<file path="config.mk">
export PLATFORM = sky130hd
export DESIGN_NAME = mem_port_arbiter
export DESIGN_NICKNAME = d
export VERILOG_FILES = /design/src/rtl/riscv_mem_pkg.sv /design/src/rtl/lsu_align.sv /design/src/rtl/mem_port_arbiter.sv
export SDC_FILE = /design/constraint.sdc
export NUM_CORES = 1
export LEC_CHECK = 0
export CAP_MARGIN = 20
export CORE_ASPECT_RATIO = 0.7
export CORE_MARGIN = 2
export CORE_UTILIZATION = 46
export DETAILED_ROUTE_END_ITERATION = 10
export GPL_TIMING_DRIVEN = 0
export PLACE_DENSITY = 0.9
export REMOVE_ABC_BUFFERS = 1
export SYNTH_ARGS = -nofsm -noshare
export SYNTH_HDL_FRONTEND = slang
export SYNTH_HIERARCHICAL = 1
export SYNTH_SLANG_ARGS = --single-unit
</file>
<file path="constraint.sdc">
create_clock -name clk -period 3.9 [get_ports clk]
set_clock_uncertainty 0.2 [all_clocks]
set_input_delay 0.975 -clock clk [delete_from_list [all_inputs] [get_ports clk]]
set_output_delay 0.975 -clock clk [all_outputs]
set_load 0.1 [all_outputs]
</file>
<file path="src/rtl/riscv_mem_pkg.sv">
// Shared types and constants for the memory-port arbiter and its lane aligner.
package riscv_mem_pkg;

    localparam logic [2:0] F3_B  = 3'b000;
    localparam logic [2:0] F3_H  = 3'b001;
    localparam logic [2:0] F3_W  = 3'b010;
    localparam logic [2:0] F3_BU = 3'b100;
    localparam logic [2:0] F3_HU = 3'b101;

    typedef enum logic [1:0] {
        ST_IDLE  = 2'd0,
        ST_ISSUE = 2'd1,
        ST_WAIT  = 2'd2,
        ST_RESP  = 2'd3
    } arb_state_e;

    typedef enum logic {
        GNT_I = 1'b0,
        GNT_D = 1'b1
    } grant_e;

    // True when func3 names an access width that may be used with this direction.
    // Unsigned widths exist for loads only.
    function automatic logic f3_legal(input logic [2:0] f3, input logic we);
        case (f3)
            F3_B, F3_H, F3_W: return 1'b1;
            F3_BU, F3_HU:     return !we;
            default:          return 1'b0;
        endcase
    endfunction

endpackage

</file>
<file path="src/rtl/lsu_align.sv">
// Combinational byte-lane aligner: store strobes/replication and load lane
// select with sign or zero extension, plus the natural-alignment check.
module lsu_align
    import riscv_mem_pkg::*;
(
    input  logic [2:0]  func3,
    input  logic [1:0]  addr_lo,
    input  logic        we,
    input  logic [31:0] wdata,
    input  logic [31:0] rdata,
    output logic [3:0]  wstrb,
    output logic [31:0] wdata_lane,
    output logic [31:0] rdata_ext,
    output logic        misaligned
);

    logic [7:0]  byte_sel;
    logic [15:0] half_sel;

    // Pick the addressed lane, then shape strobes/data by access width.
    always_comb begin
        byte_sel   = rdata[{addr_lo, 3'b000} +: 8];
        half_sel   = addr_lo[1] ? rdata[31:16] : rdata[15:0];
        wstrb      = 4'b0000;
        wdata_lane = wdata;
        rdata_ext  = rdata;
        misaligned = 1'b0;
        case (func3)
            F3_B, F3_BU: begin
                wstrb      = 4'b0001 << addr_lo;
                wdata_lane = {4{wdata[7:0]}};
                rdata_ext  = func3[2] ? {24'b0, byte_sel} : {{24{byte_sel[7]}}, byte_sel};
            end
            F3_H, F3_HU: begin
                wstrb      = 4'b0011 << {addr_lo[1], 1'b0};
                wdata_lane = {2{wdata[15:0]}};
                rdata_ext  = func3[2] ? {16'b0, half_sel} : {{16{half_sel[15]}}, half_sel};
                misaligned = addr_lo[0];
            end
            F3_W: begin
                wstrb      = 4'b1111;
                misaligned = (addr_lo != 2'b00);
            end
            default: ;
        endcase
        // Reads never carry strobes.
        if (!we) begin
            wstrb = 4'b0000;
        end
    end

endmodule

</file>
<file path="src/rtl/mem_port_arbiter.sv">
// Round-robin arbiter sharing one memory port between instruction fetch and
// the load/store path; each access runs IDLE -> ISSUE -> WAIT -> RESP.
module mem_port_arbiter
    import riscv_mem_pkg::*;
#(
    parameter int unsigned MEM_TIMEOUT = 255
)
(
    input  logic        clk,
    input  logic        rst,
    input  logic        if_req,
    input  logic [31:0] if_addr,
    output logic        if_rvalid,
    output logic [31:0] if_rdata,
    output logic        if_err,
    input  logic        d_req,
    input  logic        d_we,
    input  logic [2:0]  d_func3,
    input  logic [31:0] d_addr,
    input  logic [31:0] d_wdata,
    output logic        d_rvalid,
    output logic [31:0] d_rdata,
    output logic        d_err,
    output logic        mem_req,
    output logic        mem_we,
    output logic [31:0] mem_addr,
    output logic [31:0] mem_wdata,
    output logic [3:0]  mem_wstrb,
    input  logic        mem_ready,
    input  logic        mem_rvalid,
    input  logic [31:0] mem_rdata
);

    arb_state_e  state_q, state_d;
    grant_e      last_q, last_d;
    grant_e      gnt_q, gnt_d;
    logic        we_q, we_d;
    logic [2:0]  f3_q, f3_d;
    logic [31:0] addr_q, addr_d;
    logic [31:0] wdata_q, wdata_d;
    logic        err_q, err_d;
    logic [31:0] rdata_q, rdata_d;
    logic [7:0]  cnt_q, cnt_d;

    logic        is_idle;
    logic [2:0]  al_f3;
    logic [1:0]  al_lo;
    logic        al_we;
    logic [31:0] al_wdata_in;
    logic [3:0]  al_wstrb;
    logic [31:0] al_wdata;
    logic [31:0] al_rdata;
    logic        al_misaligned;
    logic        pick_d;
    logic        req_illegal;
    logic        timeout;

    // In IDLE the aligner checks the incoming D request; afterwards it shapes
    // the latched request and the returning read word.
    assign is_idle     = (state_q == ST_IDLE);
    assign al_f3       = is_idle ? d_func3 : f3_q;
    assign al_lo       = is_idle ? d_addr[1:0] : addr_q[1:0];
    assign al_we       = is_idle ? d_we : we_q;
    assign al_wdata_in = is_idle ? d_wdata : wdata_q;

    lsu_align u_align (
        .func3      (al_f3),
        .addr_lo    (al_lo),
        .we         (al_we),
        .wdata      (al_wdata_in),
        .rdata      (mem_rdata),
        .wstrb      (al_wstrb),
        .wdata_lane (al_wdata),
        .rdata_ext  (al_rdata),
        .misaligned (al_misaligned)
    );

    // D wins when it is alone or when I was granted last.
    assign pick_d      = d_req && (!if_req || (last_q == GNT_I));
    assign req_illegal = pick_d ? (!f3_legal(d_func3, d_we) || al_misaligned)
                                : (if_addr[1:0] != 2'b00);
    assign timeout     = (cnt_q >= 8'(MEM_TIMEOUT - 1));

    // Next-state logic: grant and latch, issue, wait, respond.
    always_comb begin
        state_d = state_q;
        last_d  = last_q;
        gnt_d   = gnt_q;
        we_d    = we_q;
        f3_d    = f3_q;
        addr_d  = addr_q;
        wdata_d = wdata_q;
        err_d   = err_q;
        rdata_d = rdata_q;
        cnt_d   = cnt_q;
        case (state_q)
            ST_IDLE: begin
                if (if_req || d_req) begin
                    if (pick_d) begin
                        gnt_d   = GNT_D;
                        we_d    = d_we;
                        f3_d    = d_func3;
                        addr_d  = d_addr;
                        wdata_d = d_wdata;
                    end else begin
                        gnt_d   = GNT_I;
                        we_d    = 1'b0;
                        f3_d    = F3_W;
                        addr_d  = if_addr;
                        wdata_d = 32'b0;
                    end
                    last_d  = pick_d ? GNT_D : GNT_I;
                    cnt_d   = 8'd0;
                    rdata_d = 32'b0;
                    err_d   = req_illegal;
                    state_d = req_illegal ? ST_RESP : ST_ISSUE;
                end
            end
            ST_ISSUE: begin
                cnt_d = cnt_q + 8'd1;
                if (mem_ready) begin
                    state_d = ST_WAIT;
                end else if (timeout) begin
                    state_d = ST_RESP;
                    err_d   = 1'b1;
                    rdata_d = 32'b0;
                end
            end
            ST_WAIT: begin
                cnt_d = cnt_q + 8'd1;
                if (mem_rvalid) begin
                    state_d = ST_RESP;
                    err_d   = 1'b0;
                    rdata_d = we_q ? 32'b0 : al_rdata;
                end else if (timeout) begin
                    state_d = ST_RESP;
                    err_d   = 1'b1;
                    rdata_d = 32'b0;
                end
            end
            default: begin
                state_d = ST_IDLE;
            end
        endcase
    end

    // State and latched-request registers.
    always_ff @(posedge clk) begin
        if (rst) begin
            state_q <= ST_IDLE;
            last_q  <= GNT_I;
            gnt_q   <= GNT_I;
            we_q    <= 1'b0;
            f3_q    <= 3'b000;
            addr_q  <= 32'b0;
            wdata_q <= 32'b0;
            err_q   <= 1'b0;
            rdata_q <= 32'b0;
            cnt_q   <= 8'd0;
        end else begin
            state_q <= state_d;
            last_q  <= last_d;
            gnt_q   <= gnt_d;
            we_q    <= we_d;
            f3_q    <= f3_d;
            addr_q  <= addr_d;
            wdata_q <= wdata_d;
            err_q   <= err_d;
            rdata_q <= rdata_d;
            cnt_q   <= cnt_d;
        end
    end

    // Memory side is driven only while issuing, so it idles at zero.
    assign mem_req   = (state_q == ST_ISSUE);
    assign mem_we    = mem_req & we_q;
    assign mem_addr  = mem_req ? {addr_q[31:2], 2'b00} : 32'b0;
    assign mem_wdata = mem_we ? al_wdata : 32'b0;
    assign mem_wstrb = mem_req ? al_wstrb : 4'b0000;

    // Response pulse goes to whichever requester holds the grant.
    assign if_rvalid = (state_q == ST_RESP) && (gnt_q == GNT_I);
    assign if_rdata  = if_rvalid ? rdata_q : 32'b0;
    assign if_err    = if_rvalid & err_q;
    assign d_rvalid  = (state_q == ST_RESP) && (gnt_q == GNT_D);
    assign d_rdata   = d_rvalid ? rdata_q : 32'b0;
    assign d_err     = d_rvalid & err_q;

endmodule

</file>
==> results of run 1 <==
==> power groups by stage <==
stage | sequential [mW] | clock, mW | combinational [mW]
finish | 1.51 | 0.924 | 3.95
global route | 1.54 | 0.980 | 4.25
CTS | 1.51 | 0.944 | 3.88
detailed placement | 1.53 | 0 | 3.67
global placement | 1.51 | 0 | 3.39
floorplan | 1.47 | 0 | 2.58
==> routing by layer <==
layer / vias up / global-route usage [%] / part of all wire, %
li1: 3771 / - / -
met4: 0 / 9.235 / 2.5
met3: 46 / 6.868 / 8.3
met5: - / 0 / 0
met2: 353 / 45.32 / 46
met1: 3635 / 35.93 / 43
==> sequential cells by signal, summed over array words and instances, names as in the netlist <==
register	count
f3_q	3
rdata_q	32
addr_q	32
cnt_q	8
state_q	2
err_q	1
gnt_q	1
wdata_q	32
we_q	1
==> tightest hold or removal path: stages, from the launching register on <==
cell and delay (ns):
dfxtp_1 0.31, nor2_1 0.09, a211oi_1 0.05
==> stage by stage <==
| stage | setup WS [ns] | setup TNS [ns] |
|---|---|---|
| final | -0.01399 | -0.01399 |
| after global routing | -0.1227 | -3.031 |
| after CTS | 0.002100 | 0 |
| after detailed placement | -1.654 | -56.83 |
| after global placement | -2.671 | -295.93 |
| after floorplan | -1.252 | -72.52 |
==> final cells by class <==
cell class              instances  area [µm²]
clock buffers                  10       239.0
fillers                      1294        4982
multi-input cells             718        4818
repair buffers                300        3058
clock inverters                 6       50.05
inverters                      11       41.29
flip-flops and latches        112        2246
diodes                          2       5.005
well taps                     200       250.2
==> Yosys cell counts (all sizes together) (2+ instances only) <==
| cell | instances | share of area, % |
|---|---|---|
| a211oi | 67 | 6.7 |
| buf | 42 | 3.3 |
| nor3 | 3 | 0.20 |
| a21oi | 15 | 1.0 |
| and3 | 66 | 5.5 |
| o21a | 2 | 0.20 |
| or3 | 2 | 0.17 |
| ha | 8 | 1.3 |
| mux2i | 43 | 5.8 |
| xnor2 | 6 | 0.70 |
| dfxtp | 112 | 30 |
| nor2b | 8 | 0.67 |
| nor4b | 34 | 4.0 |
| or2 | 2 | 0.17 |
| mux2 | 54 | 8.1 |
| clkbuf | 59 | 3.0 |
| a22oi | 43 | 4.3 |
| nand2b | 8 | 0.67 |
| a211o | 7 | 0.82 |
| o211ai | 2 | 0.20 |
| nand3 | 4 | 0.34 |
| o21ai | 56 | 3.8 |
| nor2 | 120 | 6.2 |
| inv | 10 | 0.50 |
| a21boi | 4 | 0.45 |
| nand2 | 71 | 3.6 |
| nor3b | 2 | 0.35 |
| and2 | 71 | 5.9 |
==> cells by family (layout without fill, tap and decap cells) <==
family                   count (synthesis)  after routing  share of synthesized area, %
buffers and inverters                  112            327                         6.835
XOR/XNOR                                 6              6                        0.7036
AO/OA/AOI/OAI                          208            208                         18.98
adder cells (fa/ha/maj)                  8              8                         1.340
multiplexers                            97             99                         13.91
flip-flops                             112            112                         30.02
AND/OR/NAND/NOR                        395            395                         28.16
other                                    1              4                       0.05021
==> path summary, 6_finish.rpt <==
kind	to
worst min-delay path	addr_q[4]$_SDFFE_PP0P_
worst max-delay path	mem_wstrb[2]
worst max register to register	rdata_q[11]$_SDFFE_PP0P_
worst min register to register	addr_q[4]$_SDFFE_PP0P_
==> timing repair <==
item,CTS,global route
resized for setup,306,119
pin swaps,1,0
setup buffers,11,0
endpoints found under the setup margin,143,108
gates cloned,3,0
==> summary.txt, run 1 <==
Status
  • Status: finished with violations
  • Failing checks: setup timing

CTS
  • H-Tree Depth: 3
  • Cts-stage hold buffer count: 0
  • Worst-skew pair later-pin latency: ~0.35 ns
  • Root Driver: clkbuf_16
  • CTS tree: built
  • Worst-case clock buffer depth: 2
  • Clock transition at path regs: about 0.08 ns
  • TritonCTS buffer count: 9
  • Clk sinks: between 100 and 150

Cells and area
  • Final Core Density: about 68%
  • Highest-count cells in the layout ignoring fill and taps: clkdlybuf4s50_1 (134), nor2_1 (118), dfxtp_1 (109)
  • Most common cell after layout, fill and taps aside: clkdlybuf4s50_1
  • Nets@finish: approximately 1300
  • Fraction of layout cells with a size suffix above 1: 18.15%
  • Design area: around 11000 µm²
  • Post-route insts no fill: between 1000 and 1500
  • Area grow syn2layout: 43.37%

Floorplanning
  • DIE AREA: roughly 17000 µm²
  • Die X-Extent: between 150 and 200 µm
  • Initial Utilization: 47.60%
  • Overall die height: between 100 and 150 µm
  • CORE AREA: 15690 µm²
  • # rows: 38
  • I/O pin count: around 280

Setup path
  • CP arrival: roughly 2.7 ns
  • Slowest cell delay on critical path: approximately 0.41 ns
  • WP data required: approximately 2.7 ns
  • Buffers & Inverters on Critical Path: 5
  • Worst reg2reg path depth: 12
  • R2R setup slack: roughly 0.29 ns
  • Crit end category: primary output
  • RR Startpoint: state_q[0]$_SDFFE_PP0P_
  • Delay-heaviest family, CP: buffers and inverters
  • CP Depth: 11
  • Crit path max fanout: 50
  • Critical path cell sequence: inv_1 -> ha_4 -> buf_12 -> mux2_4 -> buf_12 -> nor2b_4 -> inv_2 -> o21ai_1 -> and2_1 -> and2_1 -> buf_8
  • CP Launch Point: state_q[0]$_SDFFE_PP0P_
  • Crit start category: flop
  • Crit Path Class: flop to primary output
  • Slowest-stage cell, CP: mux2_4

Place
  • Port Buf Inserts: 273
  • RD Place Congestion: 0.8488
  • Placed wire-length estimate: roughly 17 mm
  • Placed insts: 1326
  • Placed cell areas: approximately 10000 µm²

Global route
  • Vias in the first global route: 7412
  • Largest net degree at the start of global routing: 51
  • GRT overflow: 0
  • Initial antenna violation count: 2
  • Global-route wire length before repair: 39.04 mm
  • GRT Resource Usage Total: between 20 and 30%

Power and ir drop
  • Tot Pwr: ~6.4 mW
  • Reg power frac: roughly a quarter
  • Combinational power share: between 60 and 70%
  • Sw Share: 46.50%
  • Int Power: roughly 3.4 mW
  • Clk pwr share: 14.5%
  • Static Leakage: approximately 5 nW
  • Sw power: about 3.0 mW
  • Power Density: 596.7 nW/µm²
  • Maximum VDD drop: 0.0003393 V

Yosys
  • Yosys reg bits: 112
  • Synth unique cells: 57
  • Fraction of registers with async set/reset: 0%
  • Syn Area/Cell: slightly below 8 µm²
  • Number of synthesized flops with an enable pin: 0
  • Most used DFF post-synth: dfxtp_1
  • YS warnings: 6
  • Sequential element share of the synthesized area: roughly 30%
  • Mapped Cells: approximately 940
  • Synth Cell Area: 7468 µm²

Min path
  • Hold Startpoint: addr_q[4]$_SDFFE_PP0P_
  • Hold Path Depth: 2
  • Worst min path class: flop to flop

Timing
  • Slew headroom: roughly 26%
  • Fin Hold WS: approximately 0.3 ns
  • Fin. Hold Viols: 0
  • Final-report setup violation count: 1
  • PnR worst setup slack: -0.01399 ns
  • Minimum clock period after layout: slightly below 4 ns
  • Pins Over Slew Limit: 0
  • Actual slew at the worst max-slew pin: 1.109 ns
  • Fmax: roughly 260 MHz
  • Tcrit/Tclk final: 100.4%
  • RSZ-0062 raised after global routing: true

Drt
  • Drt total wl: 24.84 mm
  • Drt drc: 0
  • Starting DRC count in detailed routing: ~660
  • Drt wl/cell: approximately 18 µm
  • Detailed Routing Iterations Pass 1: 5
  • Post-DRT Antenna Nets: 0
  • Via count: between 7000 and 8000
  • Vias per inst: ~5.7

Job
  • Max-cap violations: 0
Note: power is estimated with default switching activity, not from simulation.
==> inputs of run 2 (changes only) <==
--- a/config.mk
+++ b/config.mk
@@ -8,10 +8,10 @@
 export CAP_MARGIN = 20
 export CORE_ASPECT_RATIO = 0.7
 export CORE_MARGIN = 2
-export CORE_UTILIZATION = 46
+export CORE_UTILIZATION = 41
 export DETAILED_ROUTE_END_ITERATION = 10
 export GPL_TIMING_DRIVEN = 0
-export PLACE_DENSITY = 0.9
+export PLACE_DENSITY = 0.85
 export REMOVE_ABC_BUFFERS = 1
 export SYNTH_ARGS = -nofsm -noshare
 export SYNTH_HDL_FRONTEND = slang
==> constraint.sdc (replaced) <==
create_clock -name clk -period 3.45 [get_ports clk]
set_clock_uncertainty 0.2 [all_clocks]
set_input_delay 0.8625 -clock clk [delete_from_list [all_inputs] [get_ports clk]]
set_output_delay 0.8625 -clock clk [all_outputs]
set_load 0.1 [all_outputs]
==> run 2 against run 1 <==
Against the previous run: the flow still finishes with violations (setup timing); first-iteration DRC count up 20%; flip-flop and latch count unchanged; routed wire length up 9.3%; clock power up 28%; utilization down 4.4 points; final area up 7.0%; via count up 2.9%; critical path type unchanged; critical endpoint is now mem_wdata[8]; largest power group unchanged.
==> summary.txt, run 2 (synthesis results as in run 1) <==
Status
  • Status: finished with violations (unchanged)
  • Failing checks: setup timing (unchanged)

CTS
  • Worst-case clock buffer depth: 2 (unchanged)
  • Clk sinks: 112 (unchanged)
  • Clock transition at path regs: 0.08 ns (about the same)
  • Worst-skew pair later-pin latency: 0.36 ns (was 0.35 ns)
  • TritonCTS buffer count: 9 (unchanged)
  • H-Tree Depth: 3 (unchanged)
  • Root Driver: clkbuf_16 (unchanged)
  • CTS tree: built (unchanged)

Cells and area
  • Most common cell after layout, fill and taps aside: clkdlybuf4s50_1 (unchanged)
  • Biggest regs: addr_q: 32 flops, rdata_q: 32 flops, wdata_q: 32 flops (unchanged)
  • Fraction of layout cells with a size suffix above 1: 21.89% (was 18.15%)
  • Design area: 11460 µm² (was 10710 µm²)
  • Fill count: 1523 (was 1294)
  • Highest-count cells in the layout ignoring fill and taps: clkdlybuf4s50_1 (133), nor2_1 (116), dfxtp_1 (108) (was clkdlybuf4s50_1 (134), nor2_1 (118), dfxtp_1 (109))
  • Final Core Density: 63.81% (was 68.25%)
  • Area grow syn2layout: 53.41% (was 43.37%)
  • Nets@finish: 1329 (was 1298)

Timing
  • Minimum clock period after layout: about 3.5 ns
  • Tcrit/Tclk final: 102.7%
  • Final-report setup violation count: 16 (was 1)
  • Pins Over Slew Limit: 0 (unchanged)
  • RSZ-0062 raised after global routing: true (unchanged)
  • PnR worst setup slack: -0.09213 ns (was -0.01399 ns)
  • Fmax: approximately 280 MHz
  • Slew headroom: 34.09% (was 25.95%)
  • Fin. Hold Viols: 0 (unchanged)
  • Actual slew at the worst max-slew pin: 0.9925 ns (was 1.109 ns)

Place
  • Placed wire-length estimate: 17.10 mm (was 17.38 mm)
  • Port Buf Inserts: 273 (unchanged)
  • RD Place Congestion: 0.8854 (was 0.8488)
  • Placed cell areas: 10360 µm² (was 10300 µm²)

Min path
  • Worst min path class: flop to flop (unchanged)

Power and ir drop
  • Maximum VDD drop: 0.0003831 V (was 0.0003393 V)
  • Static Leakage: 5.118 nW (was 5.045 nW)
  • Power Density: 715.2 nW/µm² (was 596.7 nW/µm²)

Job
  • Max-cap violations: 0 (unchanged)

Global route
  • Initial antenna violation count: 1 (was 2)
  • GRT Resource Usage Total: 26.69% (was 27.81%)
  • GRT overflow: 0 (unchanged)
  • Largest net degree at the start of global routing: 49 (was 51)
  • Global-route wire length before repair: 40.06 mm (was 39.04 mm)
  • Vias in the first global route: 7231 (was 7412)

Floorplanning
  • # rows: 41 (was 38)
  • DIE AREA: 19330 µm² (was 17290 µm²)
  • CORE AREA: 17950 µm² (was 15690 µm²)
  • Overall die height: 116.9 µm (was 110.6 µm)
  • Initial Utilization: 41.60% (was 47.60%)
  • Die X-Extent: 165.3 µm (was 156.3 µm)
  • I/O pin count: 276 (unchanged)

Drt
  • Drt drc: 0 (unchanged)
  • Detailed Routing Iterations Pass 1: 6 (was 5)
  • Drt wl/cell: 19.06 µm (was 18.28 µm)
  • Drt total wl: 27.16 mm (was 24.84 mm)
  • Vias per inst: 5.636 (was 5.743)
  • Via count: 8032 (was 7805)
  • Post-DRT Antenna Nets: 0 (unchanged)
  • Starting DRC count in detailed routing: 787 (was 658)

Setup path
  • Crit path max fanout: 8 (was 50)
  • WP data required: 2.39 ns (was 2.72 ns)
  • CP arrival: 2.48 ns (was 2.74 ns)
  • Crit Path Class: flop to primary output (unchanged)
  • Crit start category: flop (unchanged)
  • Crit end category: primary output (unchanged)
  • R2R setup slack: 0.13 ns (was 0.29 ns)
==> run 2: critical path, cell delays in order, from the launching register on <==
cell and delay [ns]:
dfxtp_4 0.40, inv_4 0.06, ha_4 0.19, buf_12 0.14
mux2_4 0.35, nor2_4 0.14, buf_12 0.15, mux2_2 0.34
and3_4 0.19, buf_12 0.16
==> run 2: final timing paths <==
path                           startpoint  depth (start not counted)                        to
setup / recovery  state_q[0]$_SDFFE_PP0P_                          9              mem_wdata[8]
setup reg to reg  state_q[0]$_SDFFE_PP0P_                         13  rdata_q[10]$_SDFFE_PP0P_
hold / removal     addr_q[6]$_SDFFE_PP0P_                          2    addr_q[6]$_SDFFE_PP0P_
hold reg to reg    addr_q[6]$_SDFFE_PP0P_                          2    addr_q[6]$_SDFFE_PP0P_
==> run 2: area by class of cell <==
cell class | instances | area (µm²) | area share [%]
multi-input cells | 721 | 5089 | 44.41
repair buffers | 328 | 3445 | 30.06
flip-flops and latches | 112 | 2252 | 19.66
well taps | 236 | 295.3 | 2.577
clock buffers | 9 | 225.2 | 1.966
clock inverters | 7 | 98.84 | 0.8627
inverters | 11 | 50.05 | 0.4368
diodes | 1 | 2.502 | 0.02184
==> run 2: per-layer routing <==
metal,routed length [µm],GRT usage [%],vias up
li1,-,-,3842
met1,11840,35.95,3808
met2,12470,42.64,346
met3,2297,6.836,36
met4,546,7.644,0
met5,0,0,-
==> run 2: power breakdown <==
part | internal, mW | switching (mW) | leakage (nW)
Clock | 0.645 | 0.533 | 0.157
Combinational | 2.36 | 2.93 | 4.04
Sequential | 1.53 | 0.193 | 0.917
Total | 4.54 | 3.66 | 5.12
==> run 2: what timing repair did <==
| action | CTS | global route |
|---|---|---|
| gates cloned | 11 | 0 |
| hold buffers | 0 | 0 |
| resized for setup | 433 | 162 |
| pin swaps | 4 | 4 |
| hold endpoints to repair | 0 | 0 |
| setup buffers | 17 | 17 |
| setup endpoints to repair | 168 | 66 |
==> run 2: per-stage QoR <==
step | instances | hold slack, ns | setup TNS [ns] | power (mW) | worst slack (ns)
floorplan | 839 | 0.2686 | -123.63 | 4.581 | -1.590
global placement | 1348 | 0.2834 | -381.78 | 5.552 | -3.020
detailed placement | 1363 | 0.2875 | -87.77 | 5.857 | -1.967
CTS | 1407 | 0.2985 | -1.870 | 7.793 | -0.2049
global route | 1425 | 0.3107 | -2.432 | 8.659 | -0.1599
finish | 1425 | 0.2958 | -0.7916 | 8.194 | -0.09213
